$ cat src/rtl/aes_128_pkg.sv
// Shared constants and helpers for the AES-128 round datapath.
// Byte i of the state lives at [8i+7:8i]; column c holds bytes 4c..4c+3.
package aes_128_pkg;

  localparam int unsigned NBYTES = 16;
  localparam int unsigned NCOLS  = 4;
  localparam int unsigned NROWS  = 4;
  localparam int unsigned COL_W  = 32;

  localparam logic [7:0] POLY    = 8'h1B;
  localparam logic [3:0] NROUNDS = 4'd10;

  function automatic int unsigned byte_lsb(
    input int unsigned c,
    input int unsigned r
  );
    return 8 * (NROWS * c + r);
  endfunction

  function automatic logic [7:0] xtime(
    input logic [7:0] x
  );
    return {x[6:0], 1'b0} ^ (x[7] ? POLY : 8'h00);
  endfunction

  function automatic logic [31:0] mix_col(
    input logic [31:0] a
  );
    logic [7:0] a0, a1, a2, a3;
    logic [7:0] b0, b1, b2, b3;
    a0 = a[7:0];
    a1 = a[15:8];
    a2 = a[23:16];
    a3 = a[31:24];
    b0 = xtime(a0) ^ xtime(a1) ^ a1 ^ a2 ^ a3;
    b1 = a0 ^ xtime(a1) ^ xtime(a2) ^ a2 ^ a3;
    b2 = a0 ^ a1 ^ xtime(a2) ^ xtime(a3) ^ a3;
    b3 = xtime(a0) ^ a0 ^ a1 ^ a2 ^ xtime(a3);
    return {b3, b2, b1, b0};
  endfunction

endpackage

$ cat src/rtl/aes_128_mixcolumn.sv
// One MixColumns column: 32-bit column in, 32-bit column out.
// Purely combinational.
module aes_128_mixcolumn
  import aes_128_pkg::*;
(
  input  logic [COL_W-1:0] col_i,
  output logic [COL_W-1:0] col_o
);

  assign col_o = mix_col(col_i);

endmodule

$ cat src/rtl/aes_128_mixcol_addkey.sv
// AES-128 MixColumns + AddRoundKey stage with valid/last alignment.
// AES_128_ROUND_CHECK_EN adds a round counter driving a sticky err.
module aes_128_mixcol_addkey
  import aes_128_pkg::*;
#(
  parameter int unsigned SBOX_LAT = 1
) (
  input  logic         clk,
  input  logic         rst_n,
  input  logic         kill,
  input  logic         in_valid,
  input  logic         in_first,
  input  logic         in_last,
  input  logic [127:0] sb_data,
  input  logic [127:0] round_key,
  output logic [127:0] out_data,
  output logic         out_valid,
  output logic         out_last,
  output logic         err
);

  logic [SBOX_LAT-1:0] v_q, v_d;
  logic [SBOX_LAT-1:0] f_q, f_d;
  logic [SBOX_LAT-1:0] l_q, l_d;
  logic v_al, f_al, l_al;
  logic take;

  logic [127:0] mixed, mc, res;
  logic [127:0] data_q;
  logic valid_q, last_q;

  assign v_al = v_q[SBOX_LAT-1];
  assign f_al = f_q[SBOX_LAT-1];
  assign l_al = l_q[SBOX_LAT-1];
  assign take = v_al & ~kill;

  // Shift the handshake flags one step toward the aligned cycle.
  always_comb begin
    v_d = v_q << 1;
    f_d = f_q << 1;
    l_d = l_q << 1;
    v_d[0] = in_valid;
    f_d[0] = in_first;
    l_d[0] = in_last;
  end

  // Delay pipe state; kill flushes every in-flight token.
  always_ff @(posedge clk or negedge rst_n) begin
    if (!rst_n) begin
      v_q <= '0;
      f_q <= '0;
      l_q <= '0;
    end else if (kill) begin
      v_q <= '0;
      f_q <= '0;
      l_q <= '0;
    end else begin
      v_q <= v_d;
      f_q <= f_d;
      l_q <= l_d;
    end
  end

  for (genvar c = 0; c < NCOLS; c++) begin : g_col
    aes_128_mixcolumn u_mc (
      .col_i (sb_data[c*COL_W +: COL_W]),
      .col_o (mixed[c*COL_W +: COL_W])
    );
  end

  // Final round skips the mix; first+last together also bypasses.
  assign mc  = l_al ? sb_data : mixed;
  assign res = mc ^ round_key;

  // Output register; data holds when no token lands.
  always_ff @(posedge clk or negedge rst_n) begin
    if (!rst_n) begin
      data_q  <= '0;
      valid_q <= 1'b0;
      last_q  <= 1'b0;
    end else begin
      valid_q <= take;
      last_q  <= take & l_al;
      if (take) begin
        data_q <= res;
      end
    end
  end

  assign out_data  = data_q;
  assign out_valid = valid_q;
  assign out_last  = last_q;

`ifdef AES_128_ROUND_CHECK_EN
  logic [3:0] cnt_q, cnt_d;
  logic [3:0] rnd;
  logic err_q, err_d;

  // rnd is the round number of the aligned token; cnt_q==0 means
  // no block is open.
  assign rnd = f_al ? 4'd1 : cnt_q + 4'd1;

  // Round-sequence checker next state.
  always_comb begin
    cnt_d = cnt_q;
    err_d = err_q;
    if (take) begin
      unique case (1'b1)
        f_al && l_al: begin
          err_d = 1'b1;
          cnt_d = '0;
        end
        l_al: begin
          if (rnd != NROUNDS) err_d = 1'b1;
          cnt_d = '0;
        end
        default: begin
          if (!f_al && cnt_q == '0) err_d = 1'b1;
          if (rnd == NROUNDS) err_d = 1'b1;
          cnt_d = rnd;
        end
      endcase
    end
  end

  // Counter and sticky error; only reset clears err.
  always_ff @(posedge clk or negedge rst_n) begin
    if (!rst_n) begin
      cnt_q <= '0;
      err_q <= 1'b0;
    end else begin
      cnt_q <= cnt_d;
      err_q <= err_d;
    end
  end

  assign err = err_q;
`else
  logic unused_first;
  assign unused_first = f_al;
  assign err = 1'b0;
`endif

endmodule

$ cat config.mk
export PLATFORM = sky130hd
export DESIGN_NAME = aes_128_mixcol_addkey
export DESIGN_NICKNAME = d
export VERILOG_FILES = /design/src/rtl/aes_128_pkg.sv /design/src/rtl/aes_128_mixcolumn.sv /design/src/rtl/aes_128_mixcol_addkey.sv
export SDC_FILE = /design/constraint.sdc
export NUM_CORES = 1
export LEC_CHECK = 0
export ABC_AREA = 1
export BUFFER_PORTS_ARGS = -buffer_cell sky130_fd_sc_hd__buf_2
export CAP_MARGIN = 25
export CORE_ASPECT_RATIO = 2
export CORE_MARGIN = 1
export CORE_UTILIZATION = 62
export DETAILED_ROUTE_END_ITERATION = 8
export PLACE_DENSITY = 0.89
export SLEW_MARGIN = 10
export SYNTH_ARGS = -nofsm -noshare
export SYNTH_HDL_FRONTEND = slang
export SYNTH_HIERARCHICAL = 1
export SYNTH_SLANG_ARGS = --single-unit
$ cat constraint.sdc
create_clock -name clk -period 3.2 [get_ports clk]
set_clock_uncertainty 0.05 [all_clocks]
set_input_delay 0.16 -clock clk [delete_from_list [all_inputs] [get_ports clk]]
set_output_delay 0.16 -clock clk [all_outputs]
set_load 0.02 [all_outputs]
-- After elaboration in Yosys (flattened, before gate mapping)
Index checks and enable logic that the tools add are counted.
- muxes and demuxes: 19
- bitwise logic cells: 84
- operator list (operator ; count):
    8-bit XOR ; 77
    128-bit 2-to-1 mux ; 1
    128-bit XOR ; 1
    5-bit 2-to-1 mux ; 16
    8-bit by 5-bit XOR with 8-bit output ; 3
    1-bit AND ; 2
    1-bit 2-to-1 mux ; 2
    1-bit inverter ; 1
- register bits: 132
- bits of input ports: 262
- output and inout bits: 131
- logic and storage cells: 108

-- Longest topological paths before layout
Gate-level depths: netlist of the first run.
- word-level depth: 8
- mapped depth: 14
- depth with buffers taken out: 13

-- Hierarchy
Netlist of the first run, hierarchy kept.
- by module, submodules not included (module ; times used ; cells an instance ; area an instance (um^2) ; seq. area each (um^2)):
    aes_128_mixcol_addkey ; 1 ; 1764 ; 10288.6 ; 3303.2
    aes_128_mixcolumn ; 4 ; 426 ; 1930.6 ; 0.0

-- Least setup slack after synthesis of the first run
Ideal clock, no wire load.
- kind: input port to flip-flop
- start point: in sb_data[14]
- end point: reg data_q[30] (netlist: out_data[30])
- setup time: 0.117 ns
- arrival time: 1.056 ns
- required time: 3.033 ns
- slack: 1.976 ns
- stages: 11
- buffers on the path: 1
- cell sequence: clkbuf_2 > xor2_1 > nand2_1 > nand2_1 > nand2_1 > nand2_1 > inv_1 > nand2_1 > nand3_1 > nand3_1 > nand2_1
- longest elaborated chain between the ends: 5
- RTL lines (what ; line ; text):
    start, declared ; aes_128_mixcol_addkey.sv:14 ; input logic [127:0] sb_data,
    8-bit XOR (3 in a row) ; aes_128_pkg.sv:38 ; b3 = xtime(a0) ^ a0 ^ a1 ^ a2 ^ xtime(a3);
    named net mixed[30] ; aes_128_mixcol_addkey.sv:28 ; logic [127:0] mixed, mc, res;
    128-bit 2-to-1 mux ; aes_128_mixcol_addkey.sv:72 ; assign mc = l_al ? sb_data : mixed;
    128-bit XOR ; aes_128_mixcol_addkey.sv:73 ; assign res = mc ^ round_key;
    end signal, assigned ; aes_128_mixcol_addkey.sv:85 ; data_q <= res;
    end, declared ; aes_128_mixcol_addkey.sv:29 ; logic [127:0] data_q;
The timed path passes the listed nets, and every way through them passes these cells.
A chain may end at the register's enable or synchronous reset.

-- Worst setup path in the final report of the first run
- start point: reg l_q (netlist: l_al)
- end point: reg data_q[45] (netlist: out_data[45])
- longest elaborated chain between the ends: 2
- RTL lines (what ; line ; text):
    start, declared ; aes_128_mixcol_addkey.sv:24 ; logic [SBOX_LAT-1:0] l_q, l_d;
    start signal, assigned ; aes_128_mixcol_addkey.sv:60 ; l_q <= l_d;
    128-bit 2-to-1 mux ; aes_128_mixcol_addkey.sv:72 ;
    128-bit XOR ; aes_128_mixcol_addkey.sv:73 ;
No other way between the ends.

==> reports/metrics.yaml, run 1 <==
global_route:
  globalRouteOverflowTotal: 0
  gr-usage-all-layers: 0.438
  grt_antenna_before_repair: 17
  first_global_vias: 21597
  grt_max_degree: 257
  grt_pass1_wl_mm: 101
outcome:
  outcome: "complete, no violations"
worst_hold_path:
  holdPathStages: 4
  hold_path_class: "input pin to flop"
  min-delay-start: "round_key[102]"
  holdPathEnd: "out_data[102]$_DFFE_PN0P_"
cells_and_area:
  area_growth_pct: 18.3
  fillCellCount: 2507
  final_nets: 4133
  drive_gt1_frac: 0.118
clock_tree:
  cts_buffer_depth: 2
  cts_setup_buffers: 0
  cts_tree: "done"
  numCtsBuffers: 17
  clk_latency_ns: 0.45
  cts_sinks: 132
  clkTransAtPathRegs_ns: 0.06
  cts_resized: 0
  htree_levels: 4
  clock-root-buffer: "clkbuf_16"
  cts_hold_buf: 124
yosys:
  synth_area_leaders: "nand2_1 39%, dfrtp_1 18%, nand3_1 15%"
  syn_nets: 3730
  syn_inst: 3468
  syn-cell-area_um2: 18000
  synth_common_cells: "1870 x nand2_1, 556 x inv_1, 548 x nand3_1"
  synth_edf_count: 0
  ys.flop_type: "dfrtp_1"
  avgSynthCellArea_um2: 5.19
  seq_area_frac_synth: 0.183
  yosys.area.top_type: "nand2_1"
  yosysMostFrequentCell: "nand2_1"
  synth_top_area_frac: 0.390
  ys_seq_elements: 132
  ys_types: 23
  synthArstFlopShare: 1.00
  yosysWarnings: 6
die:
  io_pins: 393
  die_w_um: 123
  rows: 87
  die_y_um: 243
  start_util: 0.634
  core_area_um2: 28400
  dieArea_um2: 29800
setup_path:
  path_max_fanout: 256
  rr_worst_depth: 5
  worstSetupEndpointType: "flop"
  cp.required_ns: 3.52
  rr_startpoint: "l_al$_DFF_PN0_"
  cp-start-kind: "flop"
  reg2reg_slack_ns: 0.99
  crit_type: "flop to flop"
  critPathArrivalTime_ns: 2.53
  worstReg2RegEnd: "out_data[45]$_DFFE_PN0P_"
sta:
  period_needed_ns: 2.21
  worst_pin_slew_ns: 1.10
  setup_violations: 0
  maxSlewViolCount: 0
  setup_slack_ns: 0.988
  finalCritPeriodShare: 0.691
  max_freq_mhz: 452
  grt_setup_unrepaired: "false"
  tns_ns: 0
  relSlewSlack: 0.264
  hold_viol: 0
power_and_ir_drop:
  p_leak_nw: 14.0
  powerDensity_nw_per_um2: 378
  ir_drop_mv: 0.363
drt:
  drt_iter0_drc: 1437
  highest_layer: "met5"
  routed-wl-met3_mm: 5.27
  drc: 0
  met2_wirelength_mm: 30.2
  first_pass_iters: 7
  detail_route.wl_per_cell_um: 15.0
  via_per_inst: 5.32
  ant_nets: 0
  vias: 22615
  wirelength_mm: 64.0
  wl_met1_mm: 20.8
placed_design:
  dp_hpwl_mm: 45.4
  gp_congestion: 1.06
  post-place-ws_ns: 1.17
  port_buffers: 390
run:
  drv_cap: 0
-- through the flow --
stage	instances	hold WS [ns]	utilization	total power [W]	cell area (um2)
2_1_floorplan	3468	-0.186	-	0.00476	18000
3_3_place_gp	4084	0.198	0.686	0.00581	19500
3_5_place_dp	4084	0.197	0.686	0.00588	19500
4_1_cts	4240	0.00315	0.749	0.00793	21300
5_1_grt	4251	0.0165	0.750	0.00859	21300
6_report	4254	0.0137	0.750	0.00805	21300
-- worst max-delay path by stage --
stage | from | endpoint | slack, ns | cells past startpoint
after global placement | l_al$_DFF_PN0_ | out_data[45]$_DFFE_PN0P_ | 1.21 | 5
after detailed placement | l_al$_DFF_PN0_ | out_data[45]$_DFFE_PN0P_ | 1.17 | 5
after floorplan | sb_data[14] | out_data[30]$_DFFE_PN0P_ | 1.98 | 11
final | l_al$_DFF_PN0_ | out_data[45]$_DFFE_PN0P_ | 0.99 | 5
after CTS | l_al$_DFF_PN0_ | out_data[45]$_DFFE_PN0P_ | 1.15 | 5
after global routing | l_al$_DFF_PN0_ | out_data[45]$_DFFE_PN0P_ | 0.78 | 5
-- logic make-up (layout without fill, tap and decap cells) --
group | Yosys count | after routing | share of synthesized area
flip-flops | 132 | 132 | 0.183
buffers and inverters | 703 | 1119 | 0.177
other | 1 | 15 | 0.000208
XOR/XNOR | 164 | 164 | 0.0814
AND/OR/NAND/NOR | 2468 | 2468 | 0.558
-- flip-flops by register name, indices dropped and copies added, names as in the netlist --
register   count
l_al           1
out_data     128
out_last       1
out_valid      1
v_al           1
-- where the power goes --
| part | switching [W] | internal, W | leakage [nW] |
|---|---|---|---|
| clock network | 0.000835 | 0.00108 | 0.276 |
| logic | 0.00257 | 0.00134 | 12.1 |
| registers | 0.000207 | 0.00201 | 1.64 |
| total | 0.00362 | 0.00443 | 14.0 |
-- worst max-delay path, stage by stage (launching register included) --
cell and delay (ns):
dfrtp_4 0.46, buf_12 0.76, nand2_1 0.11, nand3_1 0.13, nand3_1 0.38, nand2_1 0.16
-- final cells by class --
class | instances | area, um2 | area share
clock buffers | 19 | 443 | 0.0208
inverters | 561 | 2120 | 0.0993
flip-flops and latches | 132 | 3310 | 0.155
repair buffers | 526 | 3340 | 0.157
multi-input cells | 2633 | 11500 | 0.540
clock inverters | 13 | 111 | 0.00522
diodes | 14 | 35.0 | 0.00164
well taps | 356 | 445 | 0.0209
-- layout by cell type, fill, tap and decap left out, drive strengths merged --
cell	count
nor2	20
conb	1
xnor2	76
xor2	88
bufinv	1
clkinvlp	1
nand3	548
nand4	4
nand2	1880
clkbuf	19
inv	561
dfrtp	132
diode	14
nand3b	12
or2	4
buf	402
dlygate4sd3	124
clkinv	11
-- metal layers --
| layer | track usage | up-vias |
|---|---|---|
| met2 | 0.732 | 1044 |
| met1 | 0.393 | 9995 |
| met5 | 0 | - |
| li1 | - | 11136 |
| met3 | 0.127 | 434 |
| met4 | 0.475 | 6 |
(Power assumes the default switching activity.)
==> run 2: changes to the inputs <==
--- a/config.mk
+++ b/config.mk
@@ -5,14 +5,14 @@
 export SDC_FILE = /design/constraint.sdc
 export NUM_CORES = 1
 export LEC_CHECK = 0
-export ABC_AREA = 1
+export ABC_AREA = 0
 export BUFFER_PORTS_ARGS = -buffer_cell sky130_fd_sc_hd__buf_2
 export CAP_MARGIN = 25
 export CORE_ASPECT_RATIO = 2
 export CORE_MARGIN = 1
-export CORE_UTILIZATION = 62
+export CORE_UTILIZATION = 48
 export DETAILED_ROUTE_END_ITERATION = 8
-export PLACE_DENSITY = 0.89
+export PLACE_DENSITY = 0.79
 export SLEW_MARGIN = 10
 export SYNTH_ARGS = -nofsm -noshare
 export SYNTH_HDL_FRONTEND = slang
==> constraint.sdc (replaced) <==
create_clock -name clk -period 1.9 [get_ports clk]
set_clock_uncertainty 0.05 [all_clocks]
set_input_delay 0.095 -clock clk [delete_from_list [all_inputs] [get_ports clk]]
set_output_delay 0.095 -clock clk [all_outputs]
set_load 0.02 [all_outputs]
==> run 2 against run 1 <==
  * Synthesized cell count down 70%
  * Combinational power grew 85%
  * Synthesized area is 30% lower
  * Worst hold slack improved by 0.053 ns
  * Largest cell class unchanged
  * Highest routed layer is now met4
  * Flip-flop and latch count did not move
  * Routed wire length is 39% lower
  * Clock-buffer cell count down 1
  * Critical path depth up 1
  * Cell count fell by 55%
==> reports/metrics.yaml, run 2 <==
outcome:
  outcome: "complete, no violations"
clock_tree:
  cts_buffer_depth: 2  # unchanged
  clkTransAtPathRegs_ns: 0.07  # about the same
  htree_levels: 4  # unchanged
  cts_tree: "done"
  clk_latency_ns: 0.43  # -0.02 ns
  numCtsBuffers: 17  # unchanged
  clock-root-buffer: "clkbuf_16"
  cts_sinks: 132  # unchanged
setup_path:
  worstSetupEndpointType: "flop"
  path_cells: "buf_12, buf_6, mux2i_4, buf_4, xor2_1, o21ai_0"
  cp_slowest_cell: "dfrtp_4"
  rr_worst_depth: 6  # +1
  cp-start-kind: "flop"
  path_max_fanout: 13  # -95%
  cp.required_ns: 2.14  # -1.38 ns
  worstReg2RegEnd: "out_data[125]$_DFFE_PN0P_"
  crit_type: "flop to flop"
  critPathArrivalTime_ns: 2.06  # -0.47 ns
  reg2reg_slack_ns: 0.07  # -0.91 ns
  cp_slowest_stage_delay_ns: 0.45  # -0.31 ns
  rr_startpoint: "l_al$_DFF_PN0_"
sta:
  relSlewSlack: 0.674  # +0.410
  finalCritPeriodShare: 0.961  # +0.270
  grt_setup_unrepaired: "false"
  hold_viol: 0  # unchanged
  period_needed_ns: 1.83  # -0.386 ns
  maxSlewViolCount: 0  # unchanged
  worst_pin_slew_ns: 0.475  # -0.629 ns
  tns_ns: 0  # unchanged
  max_freq_mhz: 548  # +21%
  setup_violations: 0  # unchanged
yosys:
  yosysWarnings: 6  # unchanged
  synth_area_leaders: "dfrtp_1 26%, xnor3_1 24%, xor2_1 13%"
  syn_inst: 1034  # -70%
  ys.flop_type: "dfrtp_1"
  yosysMostFrequentCell: "xor2_1"
  ys_seq_elements: 132  # unchanged
  syn_nets: 1296  # -65%
  synth_top_area_frac: 0.264  # -0.126
  syn-cell-area_um2: 12500  # -30%
  seq_area_frac_synth: 0.264  # +0.0804
  synth_edf_count: 0  # unchanged
  avgSynthCellArea_um2: 12.1  # +130%
  yosys.area.top_type: "dfrtp_1"
  synthArstFlopShare: 1.00  # unchanged
  synth_common_cells: "192 x xor2_1, 132 x dfrtp_1, 132 x xnor3_1"
  ys_types: 25  # +8.7%
die:
  io_pins: 393  # unchanged
  start_util: 0.488  # -0.146
  dieArea_um2: 26800  # -10%
  rows: 83  # -4.6%
  die_y_um: 230  # -5.2%
  core_area_um2: 25700  # -9.7%
  die_w_um: 116  # -5.2%
cells_and_area:
  seqCellArea_um2: 3310  # unchanged
  multi_input_area_um2: 8710  # -24%
  largest_reg_flops: 128  # unchanged
  area_growth_pct: 35.5
  fillCellCount: 1895  # -24%
  drive_gt1_frac: 0.324  # +0.206
  mostFrequentLayoutCells: "389 x buf_2, 192 x xor2_1, 132 x xnor3_1, 132 x dlygate4sd3_1, 131 x dfrtp_1"
  final_nets: 1823  # -56%
  final_common_cell: "buf_2"
power_and_ir_drop:
  powerDensity_nw_per_um2: 866  # +130%
  pwr-share-comb: 0.493  # +0.007
  p_clk_frac: 0.234  # -0.004
  power_w: 0.0147  # +83%
  switching_power_w: 0.00571  # +58%
  p_int_w: 0.00898  # +100%
  p_leak_nw: 9.12  # -35%
  ir_drop_mv: 0.626  # +72%
  p_seq_frac: 0.273  # -0.002
  p_sw_frac: 0.389  # -0.0605
drt:
  via_per_inst: 5.13  # -3.5%
  wirelength_mm: 39.0  # -39%
  vias: 9828  # -57%
  drt_iter0_drc: 390  # -73%
  detail_route.wl_per_cell_um: 20.4  # +35%
  ant_nets: 0  # unchanged
  first_pass_iters: 4  # -3
  drc: 0  # unchanged
global_route:
  gr-usage-all-layers: 0.297  # -0.141
  grt_pass1_wl_mm: 58.2  # -43%
  first_global_vias: 10710  # -50%
  grt_antenna_before_repair: 3  # -14
  globalRouteOverflowTotal: 0  # unchanged
  grt_max_degree: 79  # -69%
placed_design:
  gp_congestion: 0.909  # -14%
  port_buffers: 390  # unchanged
  dp_hpwl_mm: 28.6  # -37%
run:
  drv_cap: 0  # unchanged
worst_hold_path:
  hold_path_class: "input pin to async pin"
[run 2: worst max-delay path by stage]
| stage | startpoint | endpoint | slack, ns | depth (start not counted) |
|---|---|---|---|---|
| floorplan | sb_data[63] | out_data[57]$_DFFE_PN0P_ | 0.34 | 6 |
| global placement | l_al$_DFF_PN0_ | out_data[125]$_DFFE_PN0P_ | 0.03 | 6 |
| detailed placement | l_al$_DFF_PN0_ | out_data[125]$_DFFE_PN0P_ | 0.03 | 6 |
| CTS | l_al$_DFF_PN0_ | out_data[125]$_DFFE_PN0P_ | 0.01 | 6 |
| global route | l_al$_DFF_PN0_ | out_data[125]$_DFFE_PN0P_ | 0.03 | 6 |
| finish | l_al$_DFF_PN0_ | out_data[125]$_DFFE_PN0P_ | 0.07 | 6 |
[run 2: power by group through the flow]
stage | registers [W] | clock network, W | logic, W
detailed placement | 0.00403 | 0 | 0.00690
global route | 0.00410 | 0.00358 | 0.00778
finish | 0.00401 | 0.00343 | 0.00724
CTS | 0.00399 | 0.00352 | 0.00715
floorplan | 0.00500 | 0 | 0.00362
global placement | 0.00399 | 0 | 0.00677
[run 2: final cells by class]
| cell class | count | share of cell area |
|---|---|---|
| Clock inverter | 14 | 0.00996 |
| Tap cell | 340 | 0.0251 |
| Clock buffer | 18 | 0.0253 |
| Sequential cell | 132 | 0.195 |
| Multi-Input combinational cell | 825 | 0.513 |
| Inverter | 1 | 0.000221 |
| Timing Repair Buffer | 584 | 0.231 |
| Antenna cell | 2 | 0.000295 |
[run 2: cells by family (layout without fill, tap and decap cells)]
group,after synthesis,in the layout,share of synthesized area
other cells,1,3,0.000300
flops,132,132,0.264
simple gates,132,132,0.0410
buf+inv,77,617,0.0418
xor+xnor,436,436,0.500
mux,128,128,0.102
compound gates,128,128,0.0512
[run 2: worst max-delay path, delay by kind of cell (launching register included)]
| family | cells | cell delay (ns) |
|---|---|---|
| flip-flops | 1 | 0.45 |
| buffers and inverters | 3 | 0.54 |
| AO/OA/AOI/OAI | 1 | 0.13 |
| XOR/XNOR | 1 | 0.20 |
| multiplexers | 1 | 0.28 |
[run 2: timing repair]
action	4_1_cts	5_1_grt
hold buffers	132	0
setup endpoints to repair	0	1
hold endpoints to repair	262	0
gates resized for setup	0	3
buffers inserted	0	1
[run 2: metrics by stage]
step	area (um2)	cells	setup WS [ns]	hold WS (ns)	util
final	17000	1916	0.0743	0.0670	0.661
after global routing	17000	1916	0.0290	0.0933	0.661
after global placement	15000	1748	0.0305	-0.0419	0.584
after detailed placement	15000	1748	0.0269	-0.0381	0.584
after CTS	16900	1912	0.0122	0.0517	0.659
after floorplan	12500	1034	0.344	-0.251	-
[run 2: metal layers]
| layer | track usage | vias up | part of all wire |
|---|---|---|---|
| met5 | 0 | - | 0 |
| met4 | 0.197 | 0 | 0.064 |
| met3 | 0.0559 | 136 | 0.053 |
| met2 | 0.545 | 411 | 0.55 |
| met1 | 0.294 | 4727 | 0.34 |
| li1 | - | 4554 | - |
==> run 3: changes to the inputs <==
--- a/config.mk
+++ b/config.mk
@@ -16,5 +16,4 @@
 export SLEW_MARGIN = 10
 export SYNTH_ARGS = -nofsm -noshare
 export SYNTH_HDL_FRONTEND = slang
-export SYNTH_HIERARCHICAL = 1
 export SYNTH_SLANG_ARGS = --single-unit
==> run 3 against run 2 <==
  * Routed wire length decreased by 3.3%
  * Setup slack improved by 0.25 ns
  * Non-clock buffer count fell by 142
  * Critical path depth decreased by 2
  * Clock power grew 9.9%
  * Cell area decreased by 9.3%
  * Die area fell by 2.5%
  * Critical endpoint is now out_data[122]$_DFFE_PN0P_
==> reports/metrics.yaml, run 3 <==
clock_tree:
  cts_setup_buffers: 0  # unchanged
  htree_levels: 4  # unchanged
  clock-root-buffer: "clkbuf_16"
  cts_resized: 0  # unchanged
  numCtsBuffers: 17  # unchanged
  clk_latency_ns: 0.44  # about the same
  cts_tree: "done"
  cts_buffer_depth: 2  # unchanged
  clkTransAtPathRegs_ns: 0.07  # about the same
  cts_sinks: 132  # unchanged
  cts_hold_buf: 4  # -97%
sta:
  finalCritPeriodShare: 0.828  # -0.133
  hold_viol: 0  # unchanged
  grt_setup_unrepaired: "false"
  relSlewSlack: 0.631  # -0.0435
  max_freq_mhz: 635  # +16%
  period_needed_ns: 1.57  # -0.252 ns
  worst_pin_slew_ns: 0.553  # +0.0784 ns
  maxSlewViolCount: 0  # unchanged
  tns_ns: 0  # unchanged
  setup_violations: 0  # unchanged
  setup_slack_ns: 0.326  # +0.252 ns
setup_path:
  cp-start-kind: "flop"
  critPathArrivalTime_ns: 1.83  # -0.23 ns
  path_max_fanout: 28  # +15
  crit_type: "flop to flop"
  cp.required_ns: 2.16  # +0.02 ns
  worstSetupEndpointType: "flop"
die:
  core_area_um2: 25000  # -2.4%
  rows: 82  # -1.2%
  die_w_um: 115  # -1.2%
  dieArea_um2: 26100  # -2.5%
  die_y_um: 228  # -1.2%
  start_util: 0.488  # -0.000518
  io_pins: 393  # unchanged
yosys:
  syn-cell-area_um2: 12200  # -2.5%
  syn_nets: 1700  # +31%
  syn_inst: 1438  # +39%
  synth_edf_count: 0  # unchanged
  synth_area_leaders: "xnor2_1 40%, dfrtp_1 27%, nand2_1 7.9%"
  ys_seq_elements: 132  # unchanged
  synth_common_cells: "562 x xnor2_1, 256 x nand2_1, 132 x dfrtp_1"
  yosys.area.top_type: "xnor2_1"
  synthArstFlopShare: 1.00  # unchanged
  seq_area_frac_synth: 0.271  # +0.00679
  yosysMostFrequentCell: "xnor2_1"
  yosysWarnings: 0  # -6
  ys_types: 22  # -12%
  avgSynthCellArea_um2: 8.49  # -30%
  ys.flop_type: "dfrtp_1"
  synth_top_area_frac: 0.403  # +0.139
cells_and_area:
  area_growth_pct: 26.0
  mostFrequentLayoutCells: "562 x xnor2_1, 389 x buf_2, 256 x nand2_1"
  largest_reg_flops: 128  # unchanged
  final_common_cell: "xnor2_1"
  drive_gt1_frac: 0.271  # -0.0526
  post-route-util: 0.614  # -0.0469
  final_nets: 2058  # +13%
global_route:
  globalRouteOverflowTotal: 0  # unchanged
  grt_antenna_before_repair: 13  # +10
  first_global_vias: 11165  # +4.2%
  use_met2: 0.524  # -0.0209
  grt_pass1_wl_mm: 57.5  # -1.2%
  grt.met3_usage: 0.0722  # +0.0162
  grt_max_degree: 67  # -15%
  met1_usage: 0.281  # -0.0134
  gr-usage-all-layers: 0.291  # -0.00536
  grt.busiest_layer: "met2"
drt:
  ant_nets: 0  # unchanged
  wirelength_mm: 37.7  # -3.3%
  drc: 0  # unchanged
  detail_route.wl_per_cell_um: 17.5  # -14%
  via_per_inst: 5.15  # +0.34%
  drt_iter0_drc: 478  # +23%
  first_pass_iters: 6  # +2
  vias: 11091  # +13%
outcome:
  outcome: "complete, no violations"
power_and_ir_drop:
  powerDensity_nw_per_um2: 905  # +4.5%
  p_leak_nw: 7.02  # -23%
  ir_drop_mv: 0.538  # -14%
placed_design:
  gp_congestion: 0.926  # +1.9%
  dp_hpwl_mm: 30.1  # +5.1%
  port_buffers: 390  # unchanged
  post-place-ws_ns: 0.361  # +0.334 ns
run:
  drv_cap: 0  # unchanged
worst_hold_path:
  hold_path_class: "input pin to flop"
run 3: cell count changes in the layout (fill, tap and decap cells not counted), moves of 65 or more:
cell / before / now
xnor2_1: 68 / 562
a21oi_1: 0 / 128
dlygate4sd3_1: 132 / 4
nand2_1: 128 / 256
mux2i_1: 127 / 0
xnor3_1: 132 / 5
xor2_1: 192 / 100
o21ai_1: 109 / 43
o21ai_0: 19 / 84
run 3: kinds of logic (layout without fill, tap and decap cells):
family,after synthesis,count (layout),synth area share
XOR/XNOR,685,685,0.509
buffers and inverters,104,475,0.0339
flip-flops,132,132,0.271
other,1,11,0.000307
AND/OR/NAND/NOR,260,260,0.0808
AO/OA/AOI/OAI,256,256,0.105
run 3: stage by stage:
step / power (W) / area, um2 / instances / hold slack (ns)
4_1_cts: 0.0140 / 15400 / 2145 / 0.00508
6_report: 0.0139 / 15400 / 2155 / 0.0304
5_1_grt: 0.0147 / 15400 / 2154 / 0.0369
3_5_place_dp: 0.0102 / 14600 / 2109 / 0.0364
2_1_floorplan: 0.00806 / 12200 / 1438 / -0.251
3_3_place_gp: 0.0100 / 14600 / 2109 / 0.0341
run 3: final timing paths:
check                                         start                        end  slack [ns]  depth (start not counted)
hold reg to reg            out_data[66]$_DFFE_PN0P_   out_data[66]$_DFFE_PN0P_        0.41                          2
setup / recovery                     l_al$_DFF_PN0_  out_data[122]$_DFFE_PN0P_        0.33                          4
max in group asynchronous                     rst_n   out_data[66]$_DFFE_PN0P_        1.08                          3
min in group asynchronous                     rst_n  out_data[105]$_DFFE_PN0P_        0.14                          2
hold / removal                         round_key[7]    out_data[7]$_DFFE_PN0P_        0.03                          5
setup reg to reg                     l_al$_DFF_PN0_  out_data[122]$_DFFE_PN0P_        0.33                          4
run 3: report_power, final:
group	internal [W]	total [W]	switching, W
combinational	0.00261	0.00620	0.00359
sequential	0.00355	0.00394	0.000397
clock	0.00243	0.00377	0.00134
total	0.00859	0.0139	0.00532
run 3: cell type report:
| type | count | area, um2 |
|---|---|---|
| inverters | 1 | 3.75 |
| clock inverters | 12 | 201 |
| fillers | 2171 | 9650 |
| clock buffers | 20 | 467 |
| diodes | 10 | 25.0 |
| well taps | 336 | 420 |
| repair buffers | 442 | 2460 |
| flip-flops and latches | 132 | 3310 |
| multi-input cells | 1202 | 8500 |
run 3: metal layers:
layer  up-vias  share of wire  wire length (um)
met5         -         0.0014                54
met4         8          0.076              2870
met3       153          0.065              2460
met2       460           0.52             19700
met1      5220           0.34             12700
li1       5250              -                 -
run 3: worst max-delay path, stage by stage (launching register included):
cell and delay, ns:
dfrtp_4 0.61, buf_12 0.22, buf_4 0.18, o21ai_0 0.26, nand2_1 0.10
